==> config.mk <==
export PLATFORM = sky130hd
export DESIGN_NAME = fetch_stage
export DESIGN_NICKNAME = d
export VERILOG_FILES = /design/src/rtl/fetch_stage.sv
export SDC_FILE = /design/constraint.sdc
export NUM_CORES = 1
export LEC_CHECK = 0
export ABC_AREA = 1
export BUFFER_PORTS_ARGS = -buffer_cell sky130_fd_sc_hd__buf_2
export CORE_MARGIN = 2
export CORE_UTILIZATION = 30
export DETAILED_ROUTE_END_ITERATION = 10
export PLACE_DENSITY = 0.5
export SLEW_MARGIN = 20
export SYNTH_ARGS = -nofsm -noshare
export SYNTH_HDL_FRONTEND = slang
export SYNTH_SLANG_ARGS = --single-unit
==> constraint.sdc <==
create_clock -name clk -period 2.08 [get_ports clk]
set_clock_uncertainty 0.2 [all_clocks]
set_input_delay 0.104 -clock clk [delete_from_list [all_inputs] [get_ports clk]]
set_output_delay 0.104 -clock clk [all_outputs]
set_load 0.05 [all_outputs]
==> src/rtl/fetch_stage.sv <==
// Instruction fetch stage and IF/ID pipeline register.
// Single-outstanding SRAM-like fetch, delay-slot-aware branch redirect, flush redirect.
module fetch_stage #(
   parameter logic [31:0] RESET_PC = 32'hBFC00000
) (
   input  logic        clk,
   input  logic        rst,
   input  logic        stall,
   input  logic        flush,
   input  logic [31:0] flush_pc,
   input  logic        branch,
   input  logic [31:0] branch_addr,
   output logic        inst_req,
   output logic [31:0] inst_addr,
   input  logic        inst_addr_ok,
   input  logic        inst_data_ok,
   input  logic [31:0] inst_rdata,
   output logic [31:0] id_pc,
   output logic [31:0] id_inst,
   output logic        id_valid,
   output logic        id_adel
);

   typedef enum logic [1:0] {StReq, StWait, StDone, StDrop} state_e;

   state_e      state_q;
   logic [31:0] pc_q;
   logic        redir_valid_q;
   logic [31:0] redir_addr_q;
   logic [31:0] buf_inst_q;
   logic        buf_adel_q;
   logic [31:0] id_pc_q;
   logic [31:0] id_inst_q;
   logic        id_valid_q;
   logic        id_adel_q;

   logic        misaligned;
   logic        req_fire;
   logic        branch_take;
   logic        advance;
   logic [31:0] next_pc;

   assign misaligned  = (pc_q[1:0] != 2'b00);
   assign inst_req    = ~rst & (state_q == StReq) & ~misaligned;
   assign inst_addr   = pc_q;
   assign req_fire    = inst_req & inst_addr_ok;
   assign branch_take = branch & id_valid_q & ~stall;
   assign advance     = (state_q == StDone) & ~stall;
   assign next_pc     = redir_valid_q ? redir_addr_q :
                        branch_take   ? branch_addr  : pc_q + 32'd4;

   assign id_pc    = id_pc_q;
   assign id_inst  = id_inst_q;
   assign id_valid = id_valid_q;
   assign id_adel  = id_adel_q;

   always_ff @(posedge clk) begin
      if (rst) begin
         state_q       <= StReq;
         pc_q          <= RESET_PC;
         redir_valid_q <= 1'b0;
         redir_addr_q  <= '0;
         buf_inst_q    <= '0;
         buf_adel_q    <= 1'b0;
         id_pc_q       <= '0;
         id_inst_q     <= '0;
         id_valid_q    <= 1'b0;
         id_adel_q     <= 1'b0;
      end else if (flush) begin
         pc_q          <= flush_pc;
         redir_valid_q <= 1'b0;
         id_inst_q     <= '0;
         id_valid_q    <= 1'b0;
         id_adel_q     <= 1'b0;
         // An accepted-but-unreturned request must be drained before refetching.
         unique case (state_q)
            StReq:   state_q <= req_fire ? StDrop : StReq;
            StWait:  state_q <= inst_data_ok ? StReq : StDrop;
            StDone:  state_q <= StReq;
            StDrop:  state_q <= inst_data_ok ? StReq : StDrop;
            default: state_q <= StReq;
         endcase
      end else begin
         if (!stall) begin
            if (advance) begin
               id_pc_q    <= pc_q;
               id_inst_q  <= buf_inst_q;
               id_adel_q  <= buf_adel_q;
               id_valid_q <= 1'b1;
            end else begin
               id_inst_q  <= '0;
               id_adel_q  <= 1'b0;
               id_valid_q <= 1'b0;
            end
         end

         // The branch target takes effect only once the delay slot leaves the buffer.
         if (advance) begin
            pc_q          <= next_pc;
            redir_valid_q <= 1'b0;
         end else if (branch_take) begin
            redir_valid_q <= 1'b1;
            redir_addr_q  <= branch_addr;
         end

         unique case (state_q)
            StReq: begin
               if (misaligned) begin
                  buf_inst_q <= '0;
                  buf_adel_q <= 1'b1;
                  state_q    <= StDone;
               end else if (req_fire) begin
                  state_q <= StWait;
               end
            end
            StWait: begin
               if (inst_data_ok) begin
                  buf_inst_q <= inst_rdata;
                  buf_adel_q <= 1'b0;
                  state_q    <= StDone;
               end
            end
            StDone: begin
               if (advance) state_q <= StReq;
            end
            StDrop: begin
               if (inst_data_ok) state_q <= StReq;
            end
            default: state_q <= StReq;
         endcase
      end
   end

endmodule

Word level (Yosys, flattened, before mapping)
Index checks and enable logic that the tools add are counted.
W data, S select, Z words.

cells by class
  multiplexer cells = 23
  equal/unequal tests = 9
  add/sub/neg operators = 1
  bitwise gates (word level) = 11
  reductions and logical operators = 11

operators with widths
  operator                 count
  $mux W32                 7
  $pmux W32 S2             1
  $add A32 B3 Y32 const B  1
  $mux W2                  8
  $ne A3 B3 Y1 const B     3
  $pmux W2 S4              1
  $reduce_and A4 Y1        2
  $and A1 B1 Y1            6
  $pmux W2 S3              1
  $reduce_and A3 Y1        2
  $reduce_bool A2 Y1       3
  $not A1 Y1               5
  $eq A2 B2 Y1 const B     2
  $mux W1                  4
  $ne A2 B2 Y1 const B     2
  $ne A4 B4 Y1 const B     1
  $reduce_or A2 Y1         2
  $reduce_or A3 Y1         1
  $eq A2 B1 Y1 const B     1
  $logic_not A2 Y1         1
  $pmux W1 S2              1

word-level totals
  bits in registers = 166

Depth between registers and ports, before layout
  depth in word-level cells = 8
  mapped depth = 12
  mapped depth without buffers = 12

Least setup slack after synthesis
OpenSTA, ideal clock, no wires.

  path kind = reg-to-reg
  from = register pc_q[1], in the netlist inst_addr[1]
  to = register state_q[1]
  clock period less this slack = 2.368 ns
  cell stages (with the launch flop) = 7
  path slack = -0.288 ns
  arrival = 2.035 ns
  data required time = 1.748 ns
  cell sequence = dfxtp_1 nor4_2 nand2_1 nand2_1 nand2_1 nand3_1 a21oi_1

on the way
  cells in the longest elaborated chain, start to end = 7
  elaborated cells between the ends (all ways) = 11

RTL lines
  what                      RTL line  source
  start: declaration        27        logic [31:0] pc_q;
  start signal: assignment  70        pc_q <= flush_pc;
  start signal: assignment  99        pc_q <= next_pc;
  $reduce_bool A2 Y1 *      43        assign misaligned = (pc_q[1:0] != 2'b00);
  $not A1 Y1 *              44        assign inst_req = ~rst & (state_q == StReq) & ~misaligned;
  $and A1 B1 Y1 *           44
  net inst_req              13        output logic inst_req,
  $and A1 B1 Y1 *           46        assign req_fire = inst_req & inst_addr_ok;
  $mux W2                   77        StReq: state_q <= req_fire ? StDrop : StReq;
  $pmux W2 S3               76        unique case (state_q)
  $mux W2                   69        end else if (flush) begin
  end signal: assignment    77
  end signal: assignment    78        StWait: state_q <= inst_data_ok ? StReq : StDrop;
  end signal: assignment    79        StDone: state_q <= StReq;
  end: declaration          26        state_e state_q;

The timed path passes the listed nets; every way through them passes the cells marked *.
A chain may end at the register's enable or synchronous reset.

Worst setup path after layout
  from = register state_q[1]
  to = register state_q[0]

on the way
  cells in the longest elaborated chain, start to end = 7
  elaborated cells between the ends (all ways) = 18

RTL lines
  what                         RTL line     source
  start signal: assignment     59           state_q <= StReq;
  start signal: assignment     77
  start signal: assignment     78
  $logic_not A2 Y1             44, 76, 106
  $and A1 B1 Y1 (2 in series)  44
  $and A1 B1 Y1                46
  $mux W2                      77
  $pmux W2 S3                  76
  $mux W2                      69

Parallel ways exist; a longest one is shown, timed or not.

==> impl_results.md <==
- Outcome: complete, no violations
- DR pass1 iterations: 5
- Vias in the first global route: 7,935
- Total Routing Usage GR: 0.209
- Most frequent cell after synthesis: nand2_1
- Final core occ: 0.436
- Residual DRC: 0
- Max Slew Vio Count: 0
- Dpl cells: 1,649
- Slowest cell on the critical path: dlygate4sd3_1
- CTS max path bufs: 2
- Non-Filler Instances: 1,783
- Cell taking the most area after synthesis: dfxtp_1
- Area contributors post-synth: dfxtp_1 43%, nand2_1 15%, a21oi_1 11%, nor2_1 6.5%, o21ai_0 5.4%
- Least-Margin Pin Slew: 0.533 ns
- Post-synthesis async set-or-reset flop share: 0
- CP Launch Type: flip-flop
- Critical path class: flip-flop to flip-flop
- Routed wire length per instance: 16.1 um
- Mapped cell area: 7740 um^2
- Final RePlAce weighted congestion: 0.898
- # setup viols final: 0
- Yosys Warn Count: 0
- Initial core utilization: 0.306
- Antenna Nets Post-Route: 0
- Initial antenna violation count: 1
- Total power: 7880 uW
- Mapped Nets: 1,239
- MaxCap Viol Count: 0
- Period utilization: 0.941
- Synth top area share: 0.429
- Avg Inst Size Synth: 6.82 um^2
- Max-slew headroom: 0.644
- Clock latency on the worst-skew pair: 0.43 ns
- EDFF count, synth: 0
- Die Y: 165 um
- Max incr delay on CP: 0.56 ns
- FMAX: 0.511 GHz
- I/O pin total: 202
- Buffers and inverters on the worst path: 1
- Vias per Instance: 4.76
- Die Width: 165 um
- HP Class: input pin to flip-flop
- Synth Flop Type: dfxtp_1
- Clk slew on worst S/H paths: 0.09 ns
- Endpoints failing hold: 0
- CP arrival: 2.13 ns
- Clock sink total: 166
- Die Area: 27,100 um^2
- Post-DP HPWL: 20,100 um
- CP delay by family, top: simple AND/OR/NAND/NOR gates
- RSZ-0062 raised after global routing: true
- Grt ovf: 0
- Pwr dens: 715 nW/um^2
- Synth cell count leaders: 310 x nand2_1, 168 x a21oi_1, 166 x dfxtp_1
- Final WL: 28,700 um
- IR drop worst, VDD: 0.587 mV
- Inserted Clock Buffers: 17
- # port buffers: 201
- Largest net degree at the start of global routing: 69
- Min Tclk post-route: 1.96 ns
- Crit end category: flip-flop
- Row count: 58
- Crit Path Max Fanout: 5
- Sequential area share after synthesis: 0.429
- Req. time, crit path: 2.25 ns
- Flops & latches, synth: 166
- Post-synth cell types: 40
- CTS tree: built
- Root buffer cell: clkbuf_16
- First-pass GRT wire length: 43,600 um
- Crit-path cells: or2_1, nor4_4, nand2_1, a21oi_1, dlygate4sd3_1
- Area Overhead vs Synth: 42.3%
- Share of cells above drive strength 1: 0.233
- Core box area: 25,300 um^2
- Nets: 1,543
- Worst hold margin: 0.0481 ns
- DR vias: 8,485
- Gate Count Post-Synth: 1,135
- H-tree Lvls: 4
- DRT iter0 DRCs: 541
- Total leakage power: 0.00470 uW
## cell type report
| class | count | area [um^2] |
|---|---|---|
| tap | 330 | 413 |
| clock inverter | 15 | 196 |
| fill | 2700 | 14200 |
| inverter | 66 | 253 |
| multi-input combinational | 831 | 3840 |
| sequential | 166 | 3330 |
| clock buffer | 17 | 425 |
| antenna | 1 | 2.50 |
| timing repair buffer | 357 | 2550 |
## per-stage QoR
| stage | area [um^2] | setup TNS [ns] | setup slack [ns] |
|---|---|---|---|
| 4_1_cts | 11000 | 0 | 0.0513 |
| 5_1_grt | 11000 | -0.0230 | -0.00882 |
| 3_5_place_dp | 9360 | 0 | 0.0627 |
| 3_3_place_gp | 9360 | 0 | 0.0327 |
| 6_report | 11000 | 0 | 0.122 |
| 2_1_floorplan | 7750 | 0 | 0.000998 |
## layout by cell type (no fill, tap or decap), drive strengths merged, types with 4 or more instances in the layout
cell type,n
nand4,5
nand3,64
clkbuf,17
o211ai,6
dlygate4sd3,101
nor2,140
xor2,6
nor3,4
inv,74
clkinv,7
buf,256
a21oi,178
dfxtp,166
nand2,323
o21ai,88
## timing repair
| item | 4_1_cts | 5_1_grt |
|---|---|---|
| resized for setup | 0 | 12 |
| endpoints found under the hold margin | 101 | 0 |
| setup endpoints to repair | 0 | 9 |
| setup buffers | 0 | 0 |
| hold buffers | 101 | 0 |
## registers in the layout (all words and copies together), names as in the netlist
register       count
inst_addr         32
id_valid           1
buf_inst_q        32
id_adel            1
id_pc             32
redir_addr_q      32
id_inst           32
buf_adel_q         1
redir_valid_q      1
state_q            2
## power breakdown
group	internal (uW)	leakage [uW]	switching, uW
clock	1660	0.000302	1620
combinational	473	0.00305	793
sequential	3260	0.00135	78.2
## final timing paths
path | cells after the start | to | startpoint | slack, ns
setup / recovery | 5 | state_q[0] | state_q[1] | 0.12
hold / removal | 6 | buf_inst_q[12] | inst_data_ok | 0.05
setup reg to reg | 5 | state_q[0] | state_q[1] | 0.12
hold reg to reg | 2 | redir_addr_q[13] | redir_addr_q[13] | 0.26
## layer usage
metal | share of wire | global-route usage | vias up
met5 | 0 | 0 | -
met4 | 0.026 | 0.0779 | 0
met3 | 0.061 | 0.0399 | 38
met2 | 0.46 | 0.337 | 275
met1 | 0.45 | 0.277 | 3870
li1 | - | - | 4302
## cell families (layout without fill, tap and decap cells)
| logic type | after synthesis | in the layout | synth area share |
|---|---|---|---|
| buffers and inverters | 138 | 455 | 0.0781 |
| adder cells (fa/ha/maj) | 1 | 1 | 0.00162 |
| AO/OA/AOI/OAI | 283 | 283 | 0.194 |
| XOR/XNOR | 7 | 7 | 0.00792 |
| other | 0 | 1 | 0 |
| flip-flops | 166 | 166 | 0.429 |
| AND/OR/NAND/NOR | 540 | 540 | 0.289 |
## tightest hold or removal path, stage by stage
cell and delay [ns]:
buf_2 0.09, inv_1 0.11, nor4_4 0.06, buf_12 0.16, nand2_1 0.07, a21oi_1 0.05
(Power assumes the default switching activity.)
